## config.mk

```make
export PLATFORM = sky130hd
export DESIGN_NAME = regfile_sb_flat
export DESIGN_NICKNAME = d
export VERILOG_FILES = /design/src/rtl/cpu_pkg.sv /design/src/rtl/regfile_sb_if.sv /design/src/rtl/regfile_sb_scoreboard.sv /design/src/rtl/regfile_sb.sv /design/src/flat_wrapper.sv
export SDC_FILE = /design/constraint.sdc
export NUM_CORES = 2
export LEC_CHECK = 0
export CELL_PAD_IN_SITES_DETAIL_PLACEMENT = 1
export CELL_PAD_IN_SITES_GLOBAL_PLACEMENT = 1
export CORE_MARGIN = 2
export CORE_UTILIZATION = 43
export CTS_BUF_LIST = sky130_fd_sc_hd__clkbuf_8
export DETAILED_ROUTE_END_ITERATION = 6
export GPL_TIMING_DRIVEN = 0
export PLACE_DENSITY_LB_ADDON = 0.1
export REMOVE_ABC_BUFFERS = 1
export SETUP_SLACK_MARGIN = 0.3
export SYNTH_ARGS = -nofsm -noshare
export SYNTH_HDL_FRONTEND = slang
export SYNTH_SLANG_ARGS = --single-unit
```

## constraint.sdc

```tcl
create_clock -name clk -period 5.7 [get_ports clk]
set_input_delay 0.57 -clock clk [delete_from_list [all_inputs] [get_ports clk]]
set_output_delay 0.57 -clock clk [all_outputs]
set_load 0.01 [all_outputs]
```

## src/rtl/cpu_pkg.sv

```systemverilog
`default_nettype none
// ============================================================================
// Module      : cpu_pkg
// Description : Shared register-file constants and the read-port bypass
//               select function.
// Revision    : 1.0 - initial release
// ============================================================================
package cpu_pkg;

    localparam int c_XLEN_DEF = 32;
    localparam int c_NREG_DEF = 32;
    localparam int c_X0_ADDR  = 0;

    typedef enum logic [1:0] {
        SRC_REG = 2'd0,
        SRC_WA  = 2'd1,
        SRC_WB  = 2'd2
    } rd_src_e;

    // Port B is checked first so a dual write to one address forwards wb_data.
    function automatic rd_src_e bypass_sel(input logic bypass,
                                           input logic hit_wa,
                                           input logic hit_wb);
        if (!bypass) return SRC_REG;
        if (hit_wb)  return SRC_WB;
        if (hit_wa)  return SRC_WA;
        return SRC_REG;
    endfunction

endpackage
`default_nettype wire

```

## src/rtl/regfile_sb_if.sv

```systemverilog
`default_nettype none
// ============================================================================
// Module      : regfile_sb_if
// Description : Read, writeback and load-tracking bus of the register file.
// Revision    : 1.0 - initial release
// ============================================================================
interface regfile_sb_if import cpu_pkg::*; #(
    parameter int XLEN = c_XLEN_DEF,
    parameter int NREG = c_NREG_DEF
);
    localparam int AW = $clog2(NREG);

    logic            rs1_en;
    logic            rs2_en;
    logic [AW-1:0]   rs1_addr;
    logic [AW-1:0]   rs2_addr;
    logic [XLEN-1:0] rs1_data;
    logic [XLEN-1:0] rs2_data;
    logic            wa_en;
    logic [AW-1:0]   wa_addr;
    logic [XLEN-1:0] wa_data;
    logic            wb_en;
    logic [AW-1:0]   wb_addr;
    logic [XLEN-1:0] wb_data;
    logic            ld_issue;
    logic [AW-1:0]   ld_rd;
    logic            stall;
    logic [AW:0]     pend_cnt;
    logic            err_waw;

    modport master (
        output rs1_en, rs2_en, rs1_addr, rs2_addr,
        output wa_en, wa_addr, wa_data, wb_en, wb_addr, wb_data,
        output ld_issue, ld_rd,
        input  rs1_data, rs2_data, stall, pend_cnt, err_waw
    );

    modport slave (
        input  rs1_en, rs2_en, rs1_addr, rs2_addr,
        input  wa_en, wa_addr, wa_data, wb_en, wb_addr, wb_data,
        input  ld_issue, ld_rd,
        output rs1_data, rs2_data, stall, pend_cnt, err_waw
    );

endinterface
`default_nettype wire

```

## src/rtl/regfile_sb_scoreboard.sv

```systemverilog
`default_nettype none
// ============================================================================
// Module      : reg_scoreboard
// Description : Per-register load-pending bits, their population count and
//               the sticky write-after-write hazard flag.
// Revision    : 1.0 - initial release
// ============================================================================
module reg_scoreboard import cpu_pkg::*; #(
    parameter int NREG = c_NREG_DEF,
    parameter int AW   = $clog2(NREG)
) (
    input  wire logic            clk,
    input  wire logic            rst,
    input  wire logic            i_ld_issue,
    input  wire logic [AW-1:0]   i_ld_rd,
    input  wire logic            i_wb_en,
    input  wire logic [AW-1:0]   i_wb_addr,
    input  wire logic            i_wa_en,
    input  wire logic [AW-1:0]   i_wa_addr,
    output logic      [NREG-1:0] o_busy,
    output logic      [AW:0]     o_pend_cnt,
    output logic                 o_err_waw
);
    localparam logic [AW-1:0] c_X0 = AW'(c_X0_ADDR);

    logic [NREG-1:0] r_busy;
    logic [AW:0]     r_pend_cnt;
    logic            r_err_waw;
    logic [NREG-1:0] w_busy_nxt;
    logic [AW:0]     w_pend_nxt;

    // Set is applied after clear so a load issued alongside its own return stays pending.
    always_comb begin
        w_busy_nxt = r_busy;
        if (i_wb_en)    w_busy_nxt[i_wb_addr] = 1'b0;
        if (i_ld_issue) w_busy_nxt[i_ld_rd]   = 1'b1;
        w_busy_nxt[0] = 1'b0;
    end

    always_comb begin
        w_pend_nxt = '0;
        for (int i = 0; i < NREG; i++) begin
            w_pend_nxt = w_pend_nxt + (AW+1)'(w_busy_nxt[i]);
        end
    end

    always_ff @(posedge clk or negedge rst) begin
        if (!rst) begin
            r_busy     <= '0;
            r_pend_cnt <= '0;
            r_err_waw  <= 1'b0;
        end else begin
            r_busy     <= w_busy_nxt;
            r_pend_cnt <= w_pend_nxt;
            if (i_wa_en && (i_wa_addr != c_X0) && r_busy[i_wa_addr]) begin
                r_err_waw <= 1'b1;
            end
        end
    end

    assign o_busy     = r_busy;
    assign o_pend_cnt = r_pend_cnt;
    assign o_err_waw  = r_err_waw;

endmodule
`default_nettype wire

```

## src/rtl/regfile_sb.sv

```systemverilog
`default_nettype none
// ============================================================================
// Module      : regfile_sb
// Description : Two-read, two-write register file with optional same-cycle
//               write forwarding and a load scoreboard driving stall.
// Revision    : 1.0 - initial release
// ============================================================================
module regfile_sb import cpu_pkg::*; #(
    parameter int XLEN   = c_XLEN_DEF,
    parameter int NREG   = c_NREG_DEF,
    parameter int BYPASS = 1
) (
    input wire logic  clk,
    input wire logic  rst,
    regfile_sb_if.slave bus
);
    localparam int            AW   = $clog2(NREG);
    localparam logic [AW-1:0] c_X0 = AW'(c_X0_ADDR);

    logic [XLEN-1:0] r_regs [NREG];
    logic [NREG-1:0] w_busy;
    logic            w_rd_en    [2];
    logic [AW-1:0]   w_rd_addr  [2];
    logic [XLEN-1:0] w_rd_data  [2];
    logic            w_rd_stall [2];

    // Port B is written last so it wins a same-address collision.
    always_ff @(posedge clk or negedge rst) begin
        if (!rst) begin
            for (int i = 0; i < NREG; i++) r_regs[i] <= '0;
        end else begin
            if (bus.wa_en && (bus.wa_addr != c_X0)) r_regs[bus.wa_addr] <= bus.wa_data;
            if (bus.wb_en && (bus.wb_addr != c_X0)) r_regs[bus.wb_addr] <= bus.wb_data;
        end
    end

    assign w_rd_en[0]   = bus.rs1_en;
    assign w_rd_en[1]   = bus.rs2_en;
    assign w_rd_addr[0] = bus.rs1_addr;
    assign w_rd_addr[1] = bus.rs2_addr;

    for (genvar p = 0; p < 2; p++) begin : g_rd
        logic    w_live;
        logic    w_hit_wa;
        logic    w_hit_wb;
        rd_src_e w_src;

        assign w_live   = rst && w_rd_en[p] && (w_rd_addr[p] != c_X0);
        assign w_hit_wa = bus.wa_en && (bus.wa_addr == w_rd_addr[p]);
        assign w_hit_wb = bus.wb_en && (bus.wb_addr == w_rd_addr[p]);
        assign w_src    = bypass_sel(BYPASS != 0, w_hit_wa, w_hit_wb);

        assign w_rd_data[p] = !w_live           ? '0          :
                              (w_src == SRC_WB) ? bus.wb_data :
                              (w_src == SRC_WA) ? bus.wa_data :
                                                  r_regs[w_rd_addr[p]];

        // A returning load to the same register is already forwarded, so it does not stall.
        assign w_rd_stall[p] = w_live && w_busy[w_rd_addr[p]] &&
                               !((BYPASS != 0) && w_hit_wb);
    end

    reg_scoreboard #(
        .NREG (NREG),
        .AW   (AW)
    ) u_scoreboard (
        .clk        (clk),
        .rst        (rst),
        .i_ld_issue (bus.ld_issue),
        .i_ld_rd    (bus.ld_rd),
        .i_wb_en    (bus.wb_en),
        .i_wb_addr  (bus.wb_addr),
        .i_wa_en    (bus.wa_en),
        .i_wa_addr  (bus.wa_addr),
        .o_busy     (w_busy),
        .o_pend_cnt (bus.pend_cnt),
        .o_err_waw  (bus.err_waw)
    );

    assign bus.rs1_data = w_rd_data[0];
    assign bus.rs2_data = w_rd_data[1];
    assign bus.stall    = w_rd_stall[0] | w_rd_stall[1];

endmodule
`default_nettype wire

```

## src/flat_wrapper.sv

```systemverilog
// flat-port wrapper written by rule: the top's interface ports become plain ports
module regfile_sb_flat import cpu_pkg::*;
#(
    parameter int XLEN   = c_XLEN_DEF,
    parameter int NREG   = c_NREG_DEF,
    parameter int BYPASS = 1
)
  (clk, rst, bus_rs1_en, bus_rs2_en, bus_rs1_addr, bus_rs2_addr, bus_wa_en, bus_wa_addr, bus_wa_data, bus_wb_en, bus_wb_addr, bus_wb_data, bus_ld_issue, bus_ld_rd, bus_rs1_data, bus_rs2_data, bus_stall, bus_pend_cnt, bus_err_waw);
  regfile_sb_if #(.XLEN(XLEN), .NREG(NREG)) bus_i ();
  input wire logic clk;
  input wire logic rst;
  input wire logic [$bits(bus_i.rs1_en)-1:0] bus_rs1_en;
  input wire logic [$bits(bus_i.rs2_en)-1:0] bus_rs2_en;
  input wire logic [$bits(bus_i.rs1_addr)-1:0] bus_rs1_addr;
  input wire logic [$bits(bus_i.rs2_addr)-1:0] bus_rs2_addr;
  input wire logic [$bits(bus_i.wa_en)-1:0] bus_wa_en;
  input wire logic [$bits(bus_i.wa_addr)-1:0] bus_wa_addr;
  input wire logic [$bits(bus_i.wa_data)-1:0] bus_wa_data;
  input wire logic [$bits(bus_i.wb_en)-1:0] bus_wb_en;
  input wire logic [$bits(bus_i.wb_addr)-1:0] bus_wb_addr;
  input wire logic [$bits(bus_i.wb_data)-1:0] bus_wb_data;
  input wire logic [$bits(bus_i.ld_issue)-1:0] bus_ld_issue;
  input wire logic [$bits(bus_i.ld_rd)-1:0] bus_ld_rd;
  output wire logic [$bits(bus_i.rs1_data)-1:0] bus_rs1_data;
  output wire logic [$bits(bus_i.rs2_data)-1:0] bus_rs2_data;
  output wire logic [$bits(bus_i.stall)-1:0] bus_stall;
  output wire logic [$bits(bus_i.pend_cnt)-1:0] bus_pend_cnt;
  output wire logic [$bits(bus_i.err_waw)-1:0] bus_err_waw;
  assign bus_i.rs1_en = bus_rs1_en;
  assign bus_i.rs2_en = bus_rs2_en;
  assign bus_i.rs1_addr = bus_rs1_addr;
  assign bus_i.rs2_addr = bus_rs2_addr;
  assign bus_i.wa_en = bus_wa_en;
  assign bus_i.wa_addr = bus_wa_addr;
  assign bus_i.wa_data = bus_wa_data;
  assign bus_i.wb_en = bus_wb_en;
  assign bus_i.wb_addr = bus_wb_addr;
  assign bus_i.wb_data = bus_wb_data;
  assign bus_i.ld_issue = bus_ld_issue;
  assign bus_i.ld_rd = bus_ld_rd;
  assign bus_rs1_data = bus_i.rs1_data;
  assign bus_rs2_data = bus_i.rs2_data;
  assign bus_stall = bus_i.stall;
  assign bus_pend_cnt = bus_i.pend_cnt;
  assign bus_err_waw = bus_i.err_waw;
  regfile_sb #(.XLEN(XLEN), .NREG(NREG), .BYPASS(BYPASS)) u_core (.clk(clk), .rst(rst), .bus(bus_i));
endmodule
```

; Yosys cells after proc, flatten, opt, wreduce, memory -nomap -nowiden
; Index checks and enable logic that the tools add are counted.
[classes]
add_sub_neg = 30
n_lt_le_gt_ge = 13
n_eq_ne = 8
mux = 46
bitwise_logic = 8
n_reduce_logical = 25
[ops]
columns = cell, count
row1 = $bwmux 1024, 2
row2 = $mux 1024, 2
row3 = $mux 32, 14
row4 = $bmux 32 s5, 2
row5 = $demux 32 s5, 2
row6 = $add 6x1->6, 25
row7 = $and 32x32->32, 1
row8 = $not 32->32, 1
row9 = $or 32x32->32, 1
row10 = $lt 5x6->1 const B, 5
row11 = $ge 6x6->1 const B, 4
row12 = $not 5->6, 4
row13 = $eq 5x5->1, 4
row14 = $reduce_bool 5->1, 4
row15 = $logic_and 1x1->1, 19
row16 = $mux 2, 8
row17 = $bmux 1 s5, 3
row18 = $lt 6x1->1 const B, 2
row19 = $mux 1, 11
row20 = $demux 1 s5, 2
row21 = $ge 5x1->1 const B, 2
row22 = $add 5x1->6, 1
row23 = $add 4x1->5, 1
row24 = $add 3x1->4, 1
row25 = other kinds (6), 9
[totals]
reg_bits = 1062
in_bits = 96
output_inout_bits = 72
wordCells = 165

; Longest topological paths before layout
[depth]
ltp_word = 39
ltp_mapped = 24
mapped_depth_nobuf = 21

; Cells and area by module
; From an unflattened synthesis, not the netlist that was laid out.
[unflattened]
hier_cells = 6509
hier_area_um2 = 68705.9
[by_module_without_submodules]
columns = mod, instances, cells_each, area_each_um2, seq_area_each_um2
row1 = regfile_sb, 1, 6257, 66019.6, 25624.6
row2 = reg_scoreboard, 1, 252, 2686.3, 950.9

; Worst setup path after synthesis
; No wires, ideal clock.
[synth_timing]
path_kind = input to register
startpoint = input bus_wb_addr[1]
endpoint = register u_core.u_scoreboard.r_pend_cnt[4] (netlist: u_core.u_scoreboard.o_pend_cnt[4])
setup_ns = 0.123
arrival_time_ns = 6.269
required_time_ns = 5.577
path_slack_ns = -0.692
cell_stages = 23
n_path_buf = 4
path_cell_list = buf_2 > nand2_1 > or2_2 > clkbuf_1 > nor2_1 > clkbuf_1 > clkbuf_1 > o21ai_0 > fa_1 > inv_1 > fa_1 > fa_1 > inv_1 > fa_1 > inv_1 > fa_1 > fa_1 > fa_1 > fa_1 > inv_1 > a21o_1 > a21oi_1 > xnor2_1
[synth_between]
word_cells_on_any_way = 40
cone_classes = add/sub: 30 / order compare: 2 / mux: 4 / bitwise: 3 / reduce/logical: 1
[synth_rtl]
columns = item, line
row1 = "start, declared", flat_wrapper.sv:20  ; input wire logic [$bits(bus_i.wb_addr)-1:0] bus_wb_addr;
row2 = $lt 5x6->1 (implied by the code) / $ge 5x1->1 (equally long branches), regfile_sb_scoreboard.sv:35  ; if (i_wb_en) w_busy_nxt[i_wb_addr] = 1'b0;
row3 = $logic_and 1x1->1 (implied by the code), regfile_sb_scoreboard.sv:35
row4 = $mux 1 (implied by the code), regfile_sb_scoreboard.sv:35
row5 = $demux 1 s5 *, regfile_sb_scoreboard.sv:35
row6 = $not 32->32 (no line) *, --
row7 = $and 32x32->32 (no line) *, --
row8 = $mux 32 *, regfile_sb_scoreboard.sv:35
row9 = $or 32x32->32 (no line), --
row10 = $mux 32 *, regfile_sb_scoreboard.sv:36  ; if (i_ld_issue) w_busy_nxt[i_ld_rd] = 1'b1;
row11 = named net u_core.u_scoreboard.w_busy_nxt[18], regfile_sb_scoreboard.sv:29  ; logic [NREG-1:0] w_busy_nxt;
row12 = $add 6x1->6 * (14 in a row), regfile_sb_scoreboard.sv:43  ; w_pend_nxt = w_pend_nxt + (AW+1)'(w_busy_nxt[i]);
row13 = named net u_core.u_scoreboard.w_pend_nxt[4], regfile_sb_scoreboard.sv:30  ; logic [AW:0] w_pend_nxt;
row14 = "end signal, assigned", regfile_sb_scoreboard.sv:54  ; r_pend_cnt <= w_pend_nxt;
row15 = "end, declared", regfile_sb_scoreboard.sv:27  ; logic [AW:0] r_pend_cnt;
; The timed path passes the listed nets; every way through them passes the cells marked *.
; A chain may end at the register's enable or synchronous reset.

; Final worst setup path
[layout_timing]
startpoint = input bus_rs2_addr[1]
endpoint = output bus_rs2_data[22]
[layout_between]
elab_chain_len = 10
word_cells_on_any_way = 21
cone_classes = eq/ne: 4 / mux: 12 / bitwise: 1 / reduce/logical: 4
[layout_lines]
columns = item, line
row1 = "start, declared", flat_wrapper.sv:15  ; input wire logic [$bits(bus_i.rs2_addr)-1:0] bus_rs2_addr;
row2 = $eq 5x5->1, regfile_sb.sv:49  ; assign w_hit_wa = bus.wa_en && (bus.wa_addr == w_rd_addr[p]);
row3 = $logic_and 1x1->1, regfile_sb.sv:49
row4 = $mux 1 (2 in a row), cpu_pkg.sv:26  ; if (hit_wa) return SRC_WA;
row5 = $mux 2, cpu_pkg.sv:27  ; return SRC_REG;
row6 = $mux 2, cpu_pkg.sv:26
row7 = $eq 2x1->1, regfile_sb.sv:55  ; (w_src == SRC_WA) ? bus.wa_data :
row8 = $mux 32, regfile_sb.sv:55
row9 = $mux 32, regfile_sb.sv:54  ; (w_src == SRC_WB) ? bus.wb_data :
row10 = $mux 32 *, regfile_sb.sv:53  ; assign w_rd_data[p] = !w_live ? '0 :
row11 = "end, declared", flat_wrapper.sv:25  ; output wire logic [$bits(bus_i.rs2_data)-1:0] bus_rs2_data;
; Every way passes the cells marked *; elsewhere a longest branch is shown, timed or not. The select of a mux whose other input is x is not followed.

==> results_dict.tcl <==
set metrics [dict create \
    first_global_vias 58843 \
    antenna_found_initial 21 \
    post-route-period-util_pct 99.2 \
    grt_max_degree 164 \
    dieHeight_um 402 \
    required_ns 5.13 \
    grt_pass1_wl_um 433000 \
    cp_common_cell "buf_16" \
    drtAntennaViolNets 0 \
    synth_area_per_cell_um2 10.3 \
    ys.flop_type "dfrtp_1" \
    setup.worst_path.start_class "input port" \
    vias 58266 \
    cts-root-buf "clkbuf_8" \
    grt-ovfl-total 0 \
    worst_path_max_delay_cell "nor4_4" \
    period_needed_ns 5.65 \
    dpl.hpwl_um 189000 \
    cts-htree-levels 4 \
    tritoncts "built" \
    slowest_delay_ns 0.86 \
    final-instance-count-excl-fill 8625 \
    p_leak_nw 33.8 \
    cp_max_fo 70 \
    gp_congestion 0.802 \
    drive_gt1_share_pct 17.3 \
    max_slew_margin_pct 1.75 \
    synth_cell_types 60 \
    area_growth_pct 14.2 \
    cts.sinks 1062 \
    nets 6531 \
    pin_count 168 \
    rsz0062_at_grt "true" \
    critPathArrivalTime_ns 5.08 \
    core_area_mm2 0.158 \
    synthArstFlopShare_pct 100 \
    final-setup-viol-count 0 \
    critical_path_buf_inv_count 4 \
    drv_cap 0 \
    max_slew.worst_pin.slew_ns 1.47 \
    final_util_pct 49.3 \
    syn_area_mm2 0.0682 \
    synth_most_common_cell "mux2i_1" \
    wire_per_inst_um 36.6 \
    powerDensity_mw_per_mm2 357 \
    fmax_mhz 177 \
    violations "DRC" \
    syn_inst 6622 \
    max-clock-path-buffers 3 \
    drc_errors 71 \
    clock-skew-final_ns 0.0201 \
    dr.pass1.iters 7 \
    critical-path-top-delay-family "buffers and inverters" \
    synth_top_cell_area_share_pct 39.0 \
    numPortBuffers 167 \
    worstSkewPairLatency_ns 0.93 \
    ir_drop_uv 1000 \
    status "complete, but fails checks" \
    seq_area_frac_synth_pct 39.0 \
    via_per_inst 6.76 \
    worst-setup-path-type "input port to output pin" \
    cts-buffers-inserted 198 \
    maxSlewViolCount 0 \
    total_power_mw 27.8 \
    cp-end-kind "output pin" \
    dp.cells 8216 \
    synth_enable_flop_cells 0 \
    rows 146 \
    synth_warnings 0 \
    die_w_um 402 \
    worstPathCellList "buf_12 > buf_16 > xor2_1 > nor4_4 > and3_4 > buf_16 > a2111oi_0 > a211oi_2 > clkdlybuf4s50_1" \
    drtIter0Drc 6458 \
    hold-worst-slack_ns 0.0868 \
    routed_wl_um 315000 \
    synth-seq-cells 1062 \
    hold_viol 0 \
    synthTopCellsByCount "mux2i_1 (1337), dfrtp_1 (1062), nand2_1 (579)" \
    clk_pin_slew_ns 0.06 \
    track_usage_pct 36.9 \
    hold_path.class "input port to async pin" \
    timing.setup.tns_ns 0 \
    dieArea_mm2 0.162 \
    yosys.area.top_type "dfrtp_1" \
    initial_core_util_pct 43.2 \
    synthTopCellsByArea "dfrtp_1 (39%), mux2i_1 (20%), mux4_2 (14%)" \
]
-- layer usage --
| layer | up-vias | wire [µm] | global-route usage [%] |
|---|---|---|---|
| met2 | 3143 | 146000 | 59.0 |
| met1 | 30352 | 122000 | 46.6 |
| met5 | - | 108 | 0 |
| li1 | 23750 | - | - |
| met4 | 16 | 18600 | 19.2 |
| met3 | 1005 | 28300 | 8.57 |
-- area by class of cell --
cell class | instances | area, µm²
multi-input combinational | 4688 | 38800
clock buffer | 244 | 3360
clock inverter | 96 | 505
fill | 16781 | 80200
timing repair buffer | 403 | 5800
tap | 2072 | 2590
antenna | 8 | 20.0
sequential | 1062 | 26600
inverter | 52 | 195
-- power by group --
group	internal (mW)	switching (mW)
sequential	9.57	1.60
combinational	4.54	4.54
clock	3.92	3.65
total	18.0	9.79
-- layout by cell type (no fill, tap or decap), drive strengths merged, types with 14 or more instances in the layout --
| cell | n |
|---|---|
| a2111oi | 34 |
| a211oi | 65 |
| a21oi | 579 |
| a221oi | 64 |
| a22o | 46 |
| a22oi | 70 |
| buf | 279 |
| clkbuf | 257 |
| clkdlybuf4s50 | 101 |
| clkinv | 14 |
| dfrtp | 1062 |
| fa | 23 |
| inv | 129 |
| mux2i | 1337 |
| mux4 | 410 |
| nand2 | 583 |
| nor2 | 588 |
| nor3 | 40 |
| o21ai | 553 |
| o22ai | 125 |
| or3 | 34 |
| xor2 | 15 |
-- worst register-to-register path: cells and delay by family (launching register included) --
family | cells | cell delay [ns]
buffers and inverters | 3 | 0.22
DFF | 1 | 0.44
adders and majority gates | 8 | 3.88
xor gates and xnor gates | 1 | 0.14
AOI/OAI and AO/OA | 3 | 0.60
-- sequential cells by signal, summed over array words and instances (netlist names) --
name,count
u_core.r_regs,1024
u_core.u_scoreboard.o_busy,31
u_core.u_scoreboard.o_err_waw,1
u_core.u_scoreboard.o_pend_cnt,6
-- kinds of logic after synthesis --
logic type               after synthesis  synth area share, %
AO/OA/AOI/OAI                       1549                 13.0
XOR/XNOR                              23                0.295
adder cells (fa/ha/maj)               30                0.804
buffers and inverters                880                 5.77
flip-flops                          1062                 39.0
multiplexers                        1752                 33.2
AND/OR/NAND/NOR                     1326                 7.96
-- worst paths after layout --
| path | from | end | slack (ns) | cells past startpoint |
|---|---|---|---|---|
| max reg2reg | u_core.u_scoreboard.o_busy[8] | u_core.u_scoreboard.o_pend_cnt[4] | 0.31 | 15 |
| max | bus_rs2_addr[1] | bus_rs2_data[22] | 0.05 | 9 |
| min in group clk | bus_ld_rd[1] | u_core.u_scoreboard.o_busy[20] | 0.15 | 2 |
| min | rst | u_core.r_regs[224] | 0.09 | 2 |
| max in group asynchronous | rst | u_core.r_regs[260] | 3.63 | 5 |
| min reg2reg | u_core.r_regs[1017] | u_core.r_regs[1017] | 0.40 | 0 |
-- per-stage QoR --
stage	area, µm²	setup slack [ns]
floorplan	64500	-1.85
global placement	68700	-51.87
detailed placement	73000	-2.37
CTS	77300	-0.0122
global route	77800	0.0443
finish	77900	0.0454
-- timing repair --
item                                    4_1_cts  5_1_grt
buffers inserted                             14       27
gates cloned                                  3       14
resized for setup                            95       42
pin swaps                                    11       14
endpoints found under the setup margin       64       24
endpoints found under the hold margin       160        0
hold buffers                                  2        0
Note: power is estimated with default switching activity, not from simulation.
